$ cat src/rtl/frame_mem_arbiter_if.sv
// Bus bundle between the frame memory arbiter and its environment: display
// read port, buffered writer port, single-port memory port and status.
interface frame_mem_arbiter_if #(
  parameter int unsigned ADDR_W     = 19,
  parameter int unsigned DATA_W     = 12,
  parameter int unsigned FIFO_DEPTH = 4,
  parameter int unsigned STALL_W    = 16
);

  // Display read port
  logic                            disp_rd;
  logic [ADDR_W-1:0]               disp_addr;
  logic [DATA_W-1:0]               disp_data;
  logic                            disp_valid;

  // Writer port
  logic                            wr_valid;
  logic                            wr_ready;
  logic [ADDR_W-1:0]               wr_addr;
  logic [DATA_W-1:0]               wr_data;

  // Frame memory port
  logic                            mem_en;
  logic                            mem_we;
  logic [ADDR_W-1:0]               mem_addr;
  logic [DATA_W-1:0]               mem_wdata;
  logic [DATA_W-1:0]               mem_rdata;

  // Status
  logic [$clog2(FIFO_DEPTH):0]     fifo_level;
  logic [STALL_W-1:0]              wr_stall_cnt;

  // Environment side: display, writer and memory model
  modport master (
    output disp_rd, disp_addr, wr_valid, wr_addr, wr_data, mem_rdata,
    input  disp_data, disp_valid, wr_ready, mem_en, mem_we, mem_addr, mem_wdata,
    input  fifo_level, wr_stall_cnt
  );

  // Arbiter side
  modport slave (
    input  disp_rd, disp_addr, wr_valid, wr_addr, wr_data, mem_rdata,
    output disp_data, disp_valid, wr_ready, mem_en, mem_we, mem_addr, mem_wdata,
    output fifo_level, wr_stall_cnt
  );

endinterface

$ cat src/rtl/frame_mem_arbiter.sv
// Shares one single-port frame memory between a display reader with absolute
// priority and a writer buffered through a small FIFO. Writes drain only in
// cycles without a display read; read data returns with a fixed latency of 3.
module frame_mem_arbiter #(
  parameter int unsigned ADDR_W     = 19,
  parameter int unsigned DATA_W     = 12,
  parameter int unsigned FIFO_DEPTH = 4,
  parameter int unsigned STALL_W    = 16
) (
  input logic               clk,
  input logic               rstn,
  frame_mem_arbiter_if.slave bus
);

  localparam int unsigned PTR_W = (FIFO_DEPTH > 1) ? $clog2(FIFO_DEPTH) : 1;
  localparam int unsigned LVL_W = $clog2(FIFO_DEPTH) + 1;
  localparam logic [LVL_W-1:0]   LvlFull  = LVL_W'(FIFO_DEPTH);
  localparam logic [STALL_W-1:0] StallMax = '1;

  logic [ADDR_W-1:0]  fifo_addr [FIFO_DEPTH];
  logic [DATA_W-1:0]  fifo_data [FIFO_DEPTH];
  logic [PTR_W-1:0]   wr_ptr_q, rd_ptr_q;
  logic [LVL_W-1:0]   level_q;
  logic [STALL_W-1:0] stall_q;

  logic               mem_en_q, mem_we_q;
  logic [ADDR_W-1:0]  mem_addr_q;
  logic [DATA_W-1:0]  mem_wdata_q;

  logic               rd_p1_q, rd_p2_q;
  logic               disp_valid_q;
  logic [DATA_W-1:0]  disp_data_q;

  logic               wr_ready;
  logic               push, pop;

  // Ready depends only on the registered level, so a pop never frees a slot
  // for the same cycle; gated by rstn so it reads 0 while held in reset.
  assign wr_ready = rstn && (level_q < LvlFull);
  assign push     = bus.wr_valid && wr_ready;
  assign pop      = (level_q != '0) && !bus.disp_rd;

  // FIFO storage; contents are don't-care until pushed, so no reset needed
  always_ff @(posedge clk) begin
    if (push) begin
      fifo_addr[wr_ptr_q] <= bus.wr_addr;
      fifo_data[wr_ptr_q] <= bus.wr_data;
    end
  end

  // FIFO pointers and occupancy; pointers wrap naturally at FIFO_DEPTH
  always_ff @(posedge clk) begin
    if (!rstn) begin
      wr_ptr_q <= '0;
      rd_ptr_q <= '0;
      level_q  <= '0;
    end else begin
      if (push) wr_ptr_q <= wr_ptr_q + PTR_W'(1);
      if (pop)  rd_ptr_q <= rd_ptr_q + PTR_W'(1);
      case ({push, pop})
        2'b10:   level_q <= level_q + LVL_W'(1);
        2'b01:   level_q <= level_q - LVL_W'(1);
        default: level_q <= level_q;
      endcase
    end
  end

  // Memory port: display read wins, otherwise drain one buffered write
  always_ff @(posedge clk) begin
    if (!rstn) begin
      mem_en_q    <= 1'b0;
      mem_we_q    <= 1'b0;
      mem_addr_q  <= '0;
      mem_wdata_q <= '0;
    end else if (bus.disp_rd) begin
      mem_en_q   <= 1'b1;
      mem_we_q   <= 1'b0;
      mem_addr_q <= bus.disp_addr;
    end else if (pop) begin
      mem_en_q    <= 1'b1;
      mem_we_q    <= 1'b1;
      mem_addr_q  <= fifo_addr[rd_ptr_q];
      mem_wdata_q <= fifo_data[rd_ptr_q];
    end else begin
      mem_en_q <= 1'b0;
      mem_we_q <= 1'b0;
    end
  end

  // Read return pipeline: issue, memory latency, capture
  always_ff @(posedge clk) begin
    if (!rstn) begin
      rd_p1_q      <= 1'b0;
      rd_p2_q      <= 1'b0;
      disp_valid_q <= 1'b0;
      disp_data_q  <= '0;
    end else begin
      rd_p1_q      <= bus.disp_rd;
      rd_p2_q      <= rd_p1_q;
      disp_valid_q <= rd_p2_q;
      if (rd_p2_q) disp_data_q <= bus.mem_rdata;
    end
  end

  // Saturating count of cycles the writer was held off
  always_ff @(posedge clk) begin
    if (!rstn) begin
      stall_q <= '0;
    end else if (bus.wr_valid && !wr_ready && (stall_q != StallMax)) begin
      stall_q <= stall_q + STALL_W'(1);
    end
  end

  assign bus.wr_ready     = wr_ready;
  assign bus.mem_en       = mem_en_q;
  assign bus.mem_we       = mem_we_q;
  assign bus.mem_addr     = mem_addr_q;
  assign bus.mem_wdata    = mem_wdata_q;
  assign bus.disp_valid   = disp_valid_q;
  assign bus.disp_data    = disp_data_q;
  assign bus.fifo_level   = level_q;
  assign bus.wr_stall_cnt = stall_q;

endmodule
$ cat src/flat_wrapper.sv
// flat-port wrapper written by rule: the top's interface ports become plain ports
module frame_mem_arbiter_flat 
#(
  parameter int unsigned ADDR_W     = 19,
  parameter int unsigned DATA_W     = 12,
  parameter int unsigned FIFO_DEPTH = 4,
  parameter int unsigned STALL_W    = 16
)
  (clk, rstn, bus_disp_rd, bus_disp_addr, bus_wr_valid, bus_wr_addr, bus_wr_data, bus_mem_rdata, bus_disp_data, bus_disp_valid, bus_wr_ready, bus_mem_en, bus_mem_we, bus_mem_addr, bus_mem_wdata, bus_fifo_level, bus_wr_stall_cnt);
  frame_mem_arbiter_if #(.ADDR_W(ADDR_W), .DATA_W(DATA_W), .FIFO_DEPTH(FIFO_DEPTH), .STALL_W(STALL_W)) bus_i ();
  input logic clk;
  input logic rstn;
  input wire logic [$bits(bus_i.disp_rd)-1:0] bus_disp_rd;
  input wire logic [$bits(bus_i.disp_addr)-1:0] bus_disp_addr;
  input wire logic [$bits(bus_i.wr_valid)-1:0] bus_wr_valid;
  input wire logic [$bits(bus_i.wr_addr)-1:0] bus_wr_addr;
  input wire logic [$bits(bus_i.wr_data)-1:0] bus_wr_data;
  input wire logic [$bits(bus_i.mem_rdata)-1:0] bus_mem_rdata;
  output wire logic [$bits(bus_i.disp_data)-1:0] bus_disp_data;
  output wire logic [$bits(bus_i.disp_valid)-1:0] bus_disp_valid;
  output wire logic [$bits(bus_i.wr_ready)-1:0] bus_wr_ready;
  output wire logic [$bits(bus_i.mem_en)-1:0] bus_mem_en;
  output wire logic [$bits(bus_i.mem_we)-1:0] bus_mem_we;
  output wire logic [$bits(bus_i.mem_addr)-1:0] bus_mem_addr;
  output wire logic [$bits(bus_i.mem_wdata)-1:0] bus_mem_wdata;
  output wire logic [$bits(bus_i.fifo_level)-1:0] bus_fifo_level;
  output wire logic [$bits(bus_i.wr_stall_cnt)-1:0] bus_wr_stall_cnt;
  assign bus_i.disp_rd = bus_disp_rd;
  assign bus_i.disp_addr = bus_disp_addr;
  assign bus_i.wr_valid = bus_wr_valid;
  assign bus_i.wr_addr = bus_wr_addr;
  assign bus_i.wr_data = bus_wr_data;
  assign bus_i.mem_rdata = bus_mem_rdata;
  assign bus_disp_data = bus_i.disp_data;
  assign bus_disp_valid = bus_i.disp_valid;
  assign bus_wr_ready = bus_i.wr_ready;
  assign bus_mem_en = bus_i.mem_en;
  assign bus_mem_we = bus_i.mem_we;
  assign bus_mem_addr = bus_i.mem_addr;
  assign bus_mem_wdata = bus_i.mem_wdata;
  assign bus_fifo_level = bus_i.fifo_level;
  assign bus_wr_stall_cnt = bus_i.wr_stall_cnt;
  frame_mem_arbiter #(.ADDR_W(ADDR_W), .DATA_W(DATA_W), .FIFO_DEPTH(FIFO_DEPTH), .STALL_W(STALL_W)) u_core (.clk(clk), .rstn(rstn), .bus(bus_i));
endmodule
$ cat config.mk
export PLATFORM = sky130hd
export DESIGN_NAME = frame_mem_arbiter_flat
export DESIGN_NICKNAME = d
export VERILOG_FILES = /design/src/rtl/frame_mem_arbiter_if.sv /design/src/rtl/frame_mem_arbiter.sv /design/src/flat_wrapper.sv
export SDC_FILE = /design/constraint.sdc
export NUM_CORES = 1
export LEC_CHECK = 0
export ABC_AREA = 0
export CELL_PAD_IN_SITES_DETAIL_PLACEMENT = 1
export CELL_PAD_IN_SITES_GLOBAL_PLACEMENT = 1
export CORE_ASPECT_RATIO = 0.9
export CORE_MARGIN = 5
export CORE_UTILIZATION = 55
export DETAILED_ROUTE_END_ITERATION = 8
export DONT_BUFFER_PORTS = 1
export PLACE_DENSITY_LB_ADDON = 0.1
export SLEW_MARGIN = 20
export SYNTH_ARGS = -nofsm -noshare
export SYNTH_HDL_FRONTEND = slang
export SYNTH_SLANG_ARGS = --single-unit
$ cat constraint.sdc
create_clock -name clk -period 6.1 [get_ports clk]
set_input_delay 1.83 -clock clk [delete_from_list [all_inputs] [get_ports clk]]
set_output_delay 1.83 -clock clk [all_outputs]
set_load 0.05 [all_outputs]
# Word level (Yosys, flattened, before mapping)
# Memories as Yosys holds them, arrays and structs flattened. A register that Yosys moved wholly into a read port is not among the register bits.
# Index checks and enable logic that the tools add are counted.
dict set report totals {
  regBits 59
  ramBits 124
  input_bits 66
  out_inout_bits 66
  word_cells 46
  memories 2
}
# memory depth width read_ports rd_clocked_by_memory_dff wr line_no
set mem_list {}
lappend mem_list {u_core.fifo_addr 4 19 1 1 1 frame_mem_arbiter.sv:20} ;# logic [ADDR_W-1:0] fifo_addr [FIFO_DEPTH];
lappend mem_list {u_core.fifo_data 4 12 1 1 1 frame_mem_arbiter.sv:21} ;# logic [DATA_W-1:0] fifo_data [FIFO_DEPTH];
dict set report classes {
  addsub 5
  magnitude_cmp 1
  n_eq_ne 3
  muxes 9
  bitwise_logic 2
  n_reduce_logical 13
}
# cell count
set op_table {}
lappend op_table {{$mux 19} 2}
lappend op_table {{$add 16x1->16 const B} 1}
lappend op_table {{$ne 16x16->1 const B} 1}
lappend op_table {{$pmux 3 s2} 1}
lappend op_table {{$logic_and 1x1->1} 5}
lappend op_table {{$add 2x1->2 const B} 2}
lappend op_table {{$mux 1} 4}
lappend op_table {{$mux 2} 2}
lappend op_table {{$reduce_bool 2->1} 2}
lappend op_table {{$add 3x1->3 const B} 1}
lappend op_table {{$logic_not 1->1} 3}
lappend op_table {{$lt 3x3->1 const B} 1}
lappend op_table {{$reduce_bool 3->1} 1}
lappend op_table {{$sub 3x1->3 const B} 1}
lappend op_table {{$eq 2x1->1 const B} 1}
lappend op_table {{$eq 2x2->1 const B} 1}
lappend op_table {{$not 1->1} 2}
lappend op_table {{$reduce_and 2->1} 1}
lappend op_table {{$reduce_or 2->1} 1}

# Depth between registers and ports, before layout
dict set report logic_depth {
  ltp_word 5
  mapped_depth 11
}

# Worst setup path before layout
# OpenSTA, ideal clock, no wires.
dict set report synth_path {
  kind {in2out}
  from {in rstn}
  to {out bus_wr_ready}
  arrival_ns 2.465
  setup_slack_ns 1.805
  stages 3
  path_cell_list {buf_2 nand2b_1 inv_1}
}
dict set report synth_between {
  elab_chain_len 1
}
# item line_no
set synth_rtl {}
lappend synth_rtl {{start: declaration} flat_wrapper.sv:12} ;# input logic rstn;
lappend synth_rtl {{$logic_and 1x1->1} frame_mem_arbiter.sv:39} ;# assign wr_ready = rstn && (level_q < LvlFull);
lappend synth_rtl {{end: declaration} flat_wrapper.sv:21} ;# output wire logic [$bits(bus_i.wr_ready)-1:0] bus_wr_ready;
# No other way between the ends.

# Final worst setup path
# Same ends and word-level chain as after synthesis.

==> out/metrics.csv <==
metric,value,unit
mapped cell area,7500,sq um
crit share post-route,69.0,%
MaxCap Viol Count,0,
CP startpoint,rstn,
f_max,238,MHz
"Reg clk slew, reported paths",0.07,ns
syn_area_per_cell,14.9,sq um
Util after Layout,61.9,%
depth of the worst hold-timing path,1,
# setup viols final,0,
Syn Inst Count,502,
FF-to-FF Start,u_core.bus.fifo_level[2],
number of buffers created by CTS,17,
PwrDens,432,nW/um^2
outcome,"finished, final reports clean",
top cell type by total area after synthesis,edfxtp_1,
"Req. time, crit path",4.27,ns
DR vias/cell,6.00,
maximum VDD drop,224,uV
slew margin rel.,37.6,%
Core Box Area,13400,sq um
area post-placement,7620,sq um
Clock Path Buffers,2,
antenna violations before repair,0,
CP Buf/Inv Count,1,
fin. max-slew vios,0,
row count,40,
DIE HEIGHT,121,microns
Post-Syn Nets,575,
fin area,8280,sq um
Hold WS,0.440,ns
CTS tree,built,
Layout area overhead,10.4,%
via count,4061,
Synth top area share,49.6,%
register bit count reported by yosys,197,
Sink Count,197,
Reg2Reg Setup Slack,2.83,ns
Worst R2R Path Depth,9,
Post-Route WL,15.8,mm
DRT iter0 DRCs,297,
post-place setup slack,1.91,ns
drt pass-1 iters,4,
HP Class,reg2reg,
Final Hold Viols,0,
number of inserted diodes,0,
fin cells,677,
fraction of layout cells with a size suffix above 1,14.5,%
WL per Instance,23.3,microns
first-pass GRT wire length,24.7,mm
top post-synthesis cells by area,"edfxtp_1, dfxtp_1, mux4_2",
GP Congestion,0.781,
NumNets Final,569,
clk_lat worst skew,0.43,ns
DIE WIDTH,133,microns
total grt overflow,0,
Lkg Pwr,2.71,nW
Routed Antenna Nets,0,
Netlist cell types,42,
fillcell total,1199,
Tmin final,4.21,ns
Die ar.,16100,sq um
hold_buf cts,0,
dominant synthesized flop cell,edfxtp_1,
Final TNS setup,0,ns
Worst Hold End,u_core.rd_p2_q,
Setup CP Type,in2out,
ys async rst share,0,%
"Seq/Total Area, Yosys",69.1,%
root buffer selected by CTS,clkbuf_16,
# DRC,0,
Arrival @ worst endpoint,2.38,ns
setup bufs post-CTS,0,
Post-synth EDFFs,124,
Max Clock Skew,0.0175,ns
port bufs,0,
Placed Cells,645,
Hold Crit Start,u_core.rd_p1_q,
cell family with most CP delay,buffers and inverters,
worst-path maximum fanout,37,
htree depth,4,
CP max stage delay,0.45,ns
post_cts resized,0,
Worst setup SP type,primary input,
hpwl dp,10.1,mm
overall power,3.57,mW
"slowest stage cell, crit path",inv_1,
gr usage total,20.2,%
crit-path cells,"nand2b_1, inv_1",
RSZ-0062 raised after global routing,no,
Top-Level Pins,132,
largest net degree at the start of global routing,44,
Initial Util,56.1,%
vias in the first global route,4369,
actual slew at the worst max-slew pin,0.934,ns
Worst R2R End,u_core.bus.fifo_level[2],
Ys Warns,0,
CP Capture Type,primary output,
setup ws final,1.89,ns
-- kinds of logic after synthesis --
kind of cell / Yosys count / share of synthesized area, %
flip-flops: 197 / 69.1
multiplexers: 67 / 14.1
AO/OA/AOI/OAI: 74 / 5.36
adder cells (fa/ha/maj): 7 / 1.27
buffers and inverters: 42 / 2.25
AND/OR/NAND/NOR: 111 / 7.41
XOR/XNOR: 4 / 0.467
-- cell usage in the layout (no fill, tap or decap), drive strengths merged, types with 2 or more instances in the layout --
cell type,count
a21oi,41
and2,5
and3,5
buf,4
bufinv,2
clkbuf,22
clkinv,2
clkinvlp,2
dfxtp,73
edfxtp,124
ha,6
inv,17
mux2i,36
mux4,31
nand2,38
nand2b,7
nand3,4
nand4,5
nor2,20
nor3,6
nor4,6
o21ai,23
o31ai,5
or2,3
or3,5
or4,3
xnor2,2
xor2,2
-- metal layers --
layer / routed length [microns] / up-vias / GRT usage, %
met2: 8130 / 88 / 34.4
met1: 6430 / 2089 / 24.4
met5: 0 / - / 0
li1: - / 1874 / -
met4: 89 / 0 / 5.01
met3: 1130 / 10 / 7.90
-- report_power, final --
part | leakage, nW | switching (mW) | total [mW] | internal, mW
clock network | 0.317 | 0.498 | 1.21 | 0.710
logic | 0.668 | 0.236 | 0.453 | 0.217
registers | 1.72 | 0.374 | 1.91 | 1.54
total | 2.71 | 1.11 | 3.57 | 2.47
-- state kept, by name (all words and copies together), names as in the netlist, named ones only --
| name | flops |
|---|---|
| u_core.rd_p1_q | 1 |
| u_core.rd_p2_q | 1 |
| u_core.bus.disp_data | 12 |
| u_core.fifo_data | 48 |
| u_core.bus.mem_en | 1 |
| u_core.fifo_addr | 76 |
| u_core.rd_ptr_q | 2 |
| u_core.bus.mem_we | 1 |
| u_core.bus.mem_addr | 19 |
| u_core.bus.wr_stall_cnt | 16 |
| u_core.bus.fifo_level | 3 |
| u_core.bus.disp_valid | 1 |
| u_core.wr_ptr_q | 2 |
| u_core.bus.mem_wdata | 12 |
-- cell type report --
class	count	area, sq um	area share, %
Tap cell	168	210	2.54
Multi-Input combinational cell	263	2150	26.0
Clock buffer	22	529	6.39
Inverter	13	48.8	0.589
Timing Repair Buffer	4	30.0	0.363
Sequential cell	197	5180	62.6
Clock inverter	10	124	1.50
-- Yosys cell counts, types with 2 or more instances --
master	n
clkbuf_1	20
nand4_1	4
ha_1	6
a21oi_1	41
dfxtp_1	73
edfxtp_1	124
mux2i_1	36
nand2_1	38
clkbuf_2	2
mux4_2	31
buf_1	2
xor2_1	2
or3_1	5
nor3_1	6
and2_1	5
nand3_1	4
inv_1	12
o31ai_1	5
nand2b_1	7
buf_2	4
or4_1	3
and3_1	5
nor4_1	6
nor2_1	20
o21ai_0	23
xnor2_1	2
-- worst max path at each step --
stage                    to  depth (start not counted)
2_1_floorplan  bus_wr_ready                          3
3_3_place_gp   bus_wr_ready                          2
3_5_place_dp   bus_wr_ready                          2
4_1_cts        bus_wr_ready                          2
5_1_grt        bus_wr_ready                          2
6_report       bus_wr_ready                          2
(Power assumes the default switching activity.)
